**src/rtl/muldiv_unit.sv**
```systemverilog
// Iterative 32x32 multiply/divide unit holding the HI/LO pair.
// Each operation runs 32 clocks; HI/LO change only when an operation retires or on MTHI/MTLO.
//
// state | meaning
// IDLE  | no operation in flight; MTHI/MTLO writes and start accepted
// RUN   | 32 shift-add / shift-subtract iterations in progress
module muldiv_unit (
  input  logic        clk,
  input  logic        reset,
  input  logic        start,
  input  logic [1:0]  op,
  input  logic [31:0] src_a,
  input  logic [31:0] src_b,
  input  logic        hi_we,
  input  logic        lo_we,
  input  logic [31:0] wdata,
  output logic        busy,
  output logic        done,
  output logic [31:0] hi,
  output logic [31:0] lo
);

  typedef enum logic {IDLE, RUN} state_t;

  state_t      state, state_nx;
  logic        accept, finish;
  logic [5:0]  cnt;
  logic        is_div_q, neg_q, rneg_q, div0_q;
  logic [31:0] a_q, m_q, w_hi, w_lo;

  logic        a_neg, b_neg;
  logic [31:0] a_mag, b_mag;
  logic [32:0] add_sum;
  logic [33:0] sub_diff;
  logic [31:0] nx_hi, nx_lo;
  logic [63:0] prod, prod_neg;
  logic [31:0] res_hi, res_lo;

  always_ff @(posedge clk or posedge reset) begin
    if (reset) state <= IDLE;
    else       state <= state_nx;
  end

  // A start on the retiring edge chains straight into the next operation.
  always_comb begin
    state_nx = state;
    accept   = 1'b0;
    finish   = 1'b0;
    case (state)
      IDLE: begin
        if (start) begin
          accept   = 1'b1;
          state_nx = RUN;
        end
      end
      RUN: begin
        if (cnt == 6'd31) begin
          finish = 1'b1;
          if (start) accept   = 1'b1;
          else       state_nx = IDLE;
        end
      end
      default: state_nx = IDLE;
    endcase
  end

  assign busy = (state == RUN);

  // Signed ops run on magnitudes; the sign is reapplied at retirement.
  assign a_neg = ~op[0] & src_a[31];
  assign b_neg = ~op[0] & src_b[31];
  assign a_mag = a_neg ? -src_a : src_a;
  assign b_mag = b_neg ? -src_b : src_b;

  always_comb begin
    add_sum  = {1'b0, w_hi} + (w_lo[0] ? {1'b0, m_q} : 33'd0);
    sub_diff = {1'b0, w_hi, w_lo[31]} - {2'b00, m_q};
    if (is_div_q) begin
      if (!sub_diff[33]) begin
        nx_hi = sub_diff[31:0];
        nx_lo = {w_lo[30:0], 1'b1};
      end else begin
        nx_hi = {w_hi[30:0], w_lo[31]};
        nx_lo = {w_lo[30:0], 1'b0};
      end
    end else begin
      nx_hi = add_sum[32:1];
      nx_lo = {add_sum[0], w_lo[31:1]};
    end
  end

  always_comb begin
    prod     = {nx_hi, nx_lo};
    prod_neg = -prod;
    if (is_div_q) begin
      if (div0_q) begin
        res_hi = a_q;
        res_lo = 32'hFFFF_FFFF;
      end else begin
        res_hi = rneg_q ? -nx_hi : nx_hi;
        res_lo = neg_q  ? -nx_lo : nx_lo;
      end
    end else begin
      res_hi = neg_q ? prod_neg[63:32] : prod[63:32];
      res_lo = neg_q ? prod_neg[31:0]  : prod[31:0];
    end
  end

  always_ff @(posedge clk or posedge reset) begin
    if (reset) begin
      cnt      <= 6'd0;
      done     <= 1'b0;
      hi       <= 32'd0;
      lo       <= 32'd0;
      is_div_q <= 1'b0;
      neg_q    <= 1'b0;
      rneg_q   <= 1'b0;
      div0_q   <= 1'b0;
      a_q      <= 32'd0;
      m_q      <= 32'd0;
      w_hi     <= 32'd0;
      w_lo     <= 32'd0;
    end else begin
      done <= finish;
      if (finish) begin
        hi <= res_hi;
        lo <= res_lo;
      end
      if (accept) begin
        cnt      <= 6'd0;
        is_div_q <= op[1];
        neg_q    <= a_neg ^ b_neg;
        rneg_q   <= a_neg;
        div0_q   <= op[1] & (src_b == 32'd0);
        a_q      <= src_a;
        w_hi     <= 32'd0;
        m_q      <= op[1] ? b_mag : a_mag;
        w_lo     <= op[1] ? a_mag : b_mag;
      end else if (state == RUN && !finish) begin
        cnt  <= cnt + 6'd1;
        w_hi <= nx_hi;
        w_lo <= nx_lo;
      end else if (state == IDLE && !start) begin
        if (hi_we) hi <= wdata;
        if (lo_we) lo <= wdata;
      end
    end
  end

endmodule

```
**config.mk**
```make
export PLATFORM = sky130hd
export DESIGN_NAME = muldiv_unit
export DESIGN_NICKNAME = d
export VERILOG_FILES = /design/src/rtl/muldiv_unit.sv
export SDC_FILE = /design/constraint.sdc
export NUM_CORES = 1
export LEC_CHECK = 0
export BUFFER_PORTS_ARGS = -buffer_cell sky130_fd_sc_hd__buf_2
export CAP_MARGIN = 30
export CORE_MARGIN = 2
export CORE_UTILIZATION = 55
export DETAILED_ROUTE_END_ITERATION = 6
export PLACE_DENSITY = 0.85
export SYNTH_ARGS = -nofsm -noshare
export SYNTH_HDL_FRONTEND = slang
export SYNTH_SLANG_ARGS = --single-unit
```
**constraint.sdc**
```tcl
create_clock -name clk -period 6.3 [get_ports clk]
set_input_delay 0.63 -clock clk [delete_from_list [all_inputs] [get_ports clk]]
set_output_delay 0.63 -clock clk [all_outputs]
set_load 0.03 [all_outputs]
```
==> results of run 1 <==
flip-flops by register name, indices dropped and copies added, names as in the netlist:
name and flops:
w_lo 32, lo 32, neg_q 1, w_hi 32, cnt 6, a_q 32
m_q 32, is_div_q 1, done 1, rneg_q 1, hi 32, div0_q 1
busy 1
layer usage:
layer | track usage, % | wire (um) | vias to the layer above
li1 | - | - | 8877
met1 | 57.7 | 29000 | 9604
met3 | 12.9 | 10100 | 286
met5 | 0 | 46 | -
met2 | 63.4 | 32200 | 1522
met4 | 23.7 | 4960 | 4
logic make-up (layout without fill, tap and decap cells):
logic type / count (synthesis) / in the layout / share of synthesized area [%]
buffers and inverters: 224 / 339 / 4.85
AND/OR/NAND/NOR: 805 / 805 / 21.0
adder cells (fa/ha/maj): 71 / 71 / 4.96
AO/OA/AOI/OAI: 804 / 804 / 27.8
XOR/XNOR: 175 / 175 / 8.41
other: 0 / 5 / 0
flip-flops: 204 / 204 / 28.0
multiplexers: 85 / 85 / 4.92
worst paths after layout:
| check | to | slack (ns) | cells after the start |
|---|---|---|---|
| max in group asynchronous | is_div_q$_DFFE_PP0P_ | 4.49 | 3 |
| hold reg to reg | m_q[23]$_DFFE_PP0P_ | 0.48 | 1 |
| hold / removal | m_q[28]$_DFFE_PP0P_ | 0.21 | 2 |
| setup / recovery | hi[16]$_DFF_PP0_ | 0.36 | 17 |
| min in group clk | lo[1]$_DFF_PP0_ | 0.30 | 3 |
| setup reg to reg | hi[16]$_DFF_PP0_ | 0.36 | 17 |
synthesized netlist by cell type (18+ instances only):
master | count | share of area (%)
a211oi_1 | 63 | 2.6
a21o_1 | 27 | 1.1
a21oi_1 | 198 | 5.4
a31oi_1 | 34 | 1.2
and3_1 | 24 | 0.82
buf_1 | 18 | 0.37
clkbuf_1 | 109 | 2.2
dfrtp_1 | 204 | 28
ha_1 | 69 | 4.7
inv_1 | 74 | 1.5
mux2_2 | 36 | 2.2
mux2i_1 | 49 | 2.7
nand2_1 | 278 | 5.7
nand3_1 | 35 | 0.96
nand4_1 | 21 | 0.72
nor2_1 | 211 | 4.3
nor2b_1 | 21 | 0.72
nor3_1 | 64 | 1.8
o211ai_1 | 27 | 1.1
o21ai_0 | 229 | 6.3
o22ai_1 | 40 | 1.4
o31ai_1 | 24 | 0.99
or3_1 | 37 | 1.3
xnor2_1 | 83 | 4.0
xor2_1 | 92 | 4.4
cell type report:
| class | instances | share of cell area (%) |
|---|---|---|
| Antenna cell | 5 | 0.0618 |
| Clock buffer | 35 | 3.27 |
| Clock inverter | 6 | 0.451 |
| Inverter | 77 | 1.48 |
| Multi-Input combinational cell | 1940 | 60.5 |
| Sequential cell | 204 | 25.2 |
| Tap cell | 442 | 2.73 |
| Timing Repair Buffer | 221 | 6.30 |
metrics by stage:
stage	instance area (sq um)	setup WS, ns	hold slack (ns)	utilization, %
4_1_cts	20200	0.616	0.293	62.0
5_1_grt	20200	0.199	0.308	62.1
6_report	20300	0.359	0.212	62.1
3_3_place_gp	19400	0.766	0.459	59.6
3_5_place_dp	19500	0.639	0.467	59.7
2_1_floorplan	18200	0.103	0.450	-
cells in the final DEF (no fill, tap or decap), drive strengths merged, types with 35 or more instances in the layout:
master	instances
nand2	278
o21ai	238
buf	221
nor2	212
dfrtp	204
a21oi	202
xor2	92
xnor2	83
inv	74
ha	69
nor3	66
a211oi	63
mux2i	49
o22ai	40
or3	37
mux2	36
nand3	35
clkbuf	35
==> flow_summary.yaml, run 1 <==
outcome:
  status: "finished, violations left"
  violations: "design-rule violations"
sta:
  max_freq_mhz: 168
  tns_ns: 0
  finalCritPeriodShare_pct: 94.3
  slew_viol_final: 0
  grt_setup_unrepaired: "no"
  hold_viol_final: 0
  worst_pin_slew_ns: 1.03
  fin_skew_ns: 0.0420
  slew_headroom_pct: 31.6
  finalCriticalPeriod_ns: 5.94
  setup_viol_count_final: 0
synthesis:
  syn_inst: 2368
  synth_fp_nets: 2542
  synth_edf_count: 0
  syn_avg_cell_area_sq_um: 7.70
  syn_area_sq_um: 18200
  synthArstFlopShare_pct: 100
  ys_types: 93
  ys.flop_type: "dfrtp_1"
  yosys_warnings: 0
  synth-seq-cells: 204
  ys_seq_area_share_pct: 28.0
detailed_routing:
  viasPerCell: 6.93
  vias: 20300
  first_pass_iters: 7
  initialDrtViolationCount: 3272
  ant_nets: 0
  wl_per_cell_um: 26.0
  drc: 2
  drt-total-wl_um: 76300
critical_path:
  path_delay_family: "simple AND/OR/NAND/NOR gates"
  cp-startpoint: "w_hi[18]$_DFFE_PP0P_"
  cp_max_fo: 11
  cp-end-kind: "flip-flop"
  cpPeakStageDelay_ns: 0.57
  start_kind: "flip-flop"
  cp.required_ns: 6.72
  worst-path-buf-inv: 0
  crit_type: "reg2reg"
  cp_cell_sequence: "ha_1 > nand2_1 > or3_1 > nor2_2 > o31a_1 > o21ai_0 > a22oi_1 > ha_1 > nor3b_1 > a41oi_1 > nand4b_1 > nor4b_1 > nand3_1 > o21ai_0 > mux2i_1 > a221oi_1 > o21ai_0"
  r2r_start: "w_hi[18]$_DFFE_PP0P_"
  path_common_cell: "o21ai_0"
  crit_arrival_ns: 6.36
  slowest_stage: "nor4b_1"
finish:
  multi_input_area_sq_um: 12300
  drive_gt1_share_pct: 13.4
  nets: 2642
  n_fill_cell: 2867
  finalNonFillerCells: 2930
  seqCellArea_sq_um: 5110
  syn_to_final_growth_pct: 11.2
placement:
  dp.final_hpwl_um: 59000
  dp.cells: 2882
  gp_congestion: 1.08
  port_buffers: 168
floorplan:
  die_x_um: 186
  die_area_sq_um: 34600
  rows: 66
  coreArea_sq_um: 32600
  ioPinCount: 169
  start_util_pct: 55.9
  die_h_um: 186
clocking:
  cts_buffers: 24
  insertion_delay_ns: 0.56
  cts_htree_levels: 1
  cts_resized: 0
  clock-sinks: 204
  postCtsSetupRepairBufs: 0
  cts_hold_buf: 0
  clock-root-buffer: "clkbuf_16"
  cts_tree: "yes"
  path_clk_slew_ns: 0.06
  cts.path.max_buffers: 3
global_routing:
  grt_pass1_vias: 18500
  grt_antenna_before_repair: 6
  grt_use_total_pct: 43.5
  grt_start_max_net_pins: 111
  overflow: 0
  grt_pass1_wl_um: 113000
run:
  drv_cap: 0
worst_hold_path:
  min_path_type: "in2async"
Power of run 1 is not shown: default switching activity piles up to over one toggle a cycle in this logic, so the estimate is an artifact.
==> run 2, diff against run 1 <==
--- a/config.mk
+++ b/config.mk
@@ -11,6 +11,7 @@
 export CORE_UTILIZATION = 55
 export DETAILED_ROUTE_END_ITERATION = 6
 export PLACE_DENSITY = 0.85
+export RECOVER_POWER = 25
 export SYNTH_ARGS = -nofsm -noshare
 export SYNTH_HDL_FRONTEND = slang
 export SYNTH_SLANG_ARGS = --single-unit
==> flow_summary.yaml, run 2 (same netlist as run 1, synthesis figures left out) <==
outcome:
  status: "finished, violations left"
  violations: "max-capacitance violations, max-slew violations"
sta:
  fin_skew_ns: 0.0417
  max_freq_mhz: 169
  grt_setup_unrepaired: "no"
  worst_pin_slew_ns: 4.50
  hold_viol_final: 0
  slew_viol_final: 143
  finalCritPeriodShare_pct: 93.7
  setup_viol_count_final: 0
  slew_headroom_pct: -200
  finalCriticalPeriod_ns: 5.90
  tns_ns: 0
placement:
  port_buffers: 168
  dp.final_hpwl_um: 59000
  dp.cells: 2882
  gp_congestion: 1.08
critical_path:
  path_common_cell: "o21ai_0"
  start_kind: "flip-flop"
  path_delay_family: "simple AND/OR/NAND/NOR gates"
  cp-end-kind: "flip-flop"
  crit_arrival_ns: 6.32
  cpPeakStageDelay_ns: 0.57
  cp.required_ns: 6.72
  crit_type: "reg2reg"
  cp_max_fo: 11
  cp_cell_sequence: "ha_1 > nand2_1 > or3_1 > nor2_2 > o31a_1 > o21ai_0 > a22oi_1 > ha_1 > nor3b_1 > a41oi_1 > nand4b_1 > nor4b_1 > nand3_1 > o21ai_0 > mux2i_1 > a221oi_1 > o21ai_0"
  worst-path-buf-inv: 0
  slowest_stage: "nor4b_1"
clocking:
  cts_buffers: 24
  insertion_delay_ns: 0.56
  path_clk_slew_ns: 0.06
  clock-root-buffer: "clkbuf_16"
  postCtsSetupRepairBufs: 0
  cts_hold_buf: 0
  cts_tree: "yes"
  clock-sinks: 204
  cts.path.max_buffers: 3
  cts_htree_levels: 1
  cts_resized: 0
global_routing:
  grt_pass1_wl_um: 113000
  overflow: 0
  grt_pass1_vias: 18500
  grt_use_total_pct: 43.5
  grt_start_max_net_pins: 111
  grt_antenna_before_repair: 6
finish:
  n_fill_cell: 2869
  layout_common_cells: "nand2_1, o21ai_0, nor2_1"
  multi_input_area_sq_um: 12300
  final_common_cell: "nand2_1"
  finalNonFillerCells: 2930
  seqCellArea_sq_um: 5110
  syn_to_final_growth_pct: 11.1
  nets: 2642
  drive_gt1_share_pct: 13.3
floorplan:
  start_util_pct: 55.9
  rows: 66
  coreArea_sq_um: 32600
  die_x_um: 186
  die_area_sq_um: 34600
  ioPinCount: 169
  die_h_um: 186
detailed_routing:
  vias: 20300
  initialDrtViolationCount: 3311
  drt-total-wl_um: 76300
  drc: 0
  viasPerCell: 6.92
  first_pass_iters: 6
  wl_per_cell_um: 26.0
  ant_nets: 0
run:
  drv_cap: 2
worst_hold_path:
  min_path_type: "in2reg"
[run 2: routing by layer]
layer	part of all wire [%]	GRT usage, %	routed length (um)
met1	38	57.7	28600
met2	42	63.4	32000
met3	14	12.9	10400
met4	6.8	23.7	5190
met5	0.060	0	46
[run 2: worst register-to-register path, cell delays in order, from the launching register on]
cell and delay (ns):
dfrtp_1 0.42, ha_1 0.50, nand2_1 0.20, or3_1 0.47, nor2_2 0.21, o31a_1 0.42
o21ai_0 0.14, a22oi_1 0.52, ha_1 0.38, nor3b_1 0.25, a41oi_1 0.12, nand4b_1 0.38
nor4b_1 0.57, nand3_1 0.31, o21ai_0 0.29, mux2i_1 0.15, a221oi_1 0.35, o21ai_0 0.12
[run 2: path summary, 6_finish.rpt]
path	startpoint	endpoint	slack (ns)	cells after the start
max in group asynchronous	reset	w_hi[14]$_DFFE_PP0P_	1.34	3
min in group asynchronous	reset	m_q[28]$_DFFE_PP0P_	1.73	2
hold / removal	wdata[1]	lo[1]$_DFF_PP0_	0.30	3
setup / recovery	w_hi[18]$_DFFE_PP0P_	hi[16]$_DFF_PP0_	0.40	17
hold reg to reg	m_q[23]$_DFFE_PP0P_	m_q[23]$_DFFE_PP0P_	0.47	1
setup reg to reg	w_hi[18]$_DFFE_PP0P_	hi[16]$_DFF_PP0_	0.40	17
[run 2: layout make-up]
| type | count | area share (%) |
|---|---|---|
| inverters | 77 | 1.44 |
| clock inverters | 6 | 0.451 |
| well taps | 442 | 2.73 |
| clock buffers | 35 | 3.27 |
| multi-input cells | 1940 | 60.5 |
| flip-flops and latches | 204 | 25.2 |
| repair buffers | 221 | 6.28 |
| diodes | 5 | 0.0618 |
[run 2: metrics by stage]
step           cell area [sq um]  hold slack [ns]  utilization, %  worst slack (ns)
3_5_place_dp               19500            0.467            59.7             0.639
5_1_grt                    20200            0.309            62.0             0.199
2_1_floorplan              18200            0.450               -             0.103
6_report                   20200            0.297            62.1             0.396
3_3_place_gp               19400            0.459            59.6             0.766
4_1_cts                    20200            0.293            62.0             0.616
Power of run 2 is left out for the same reason.
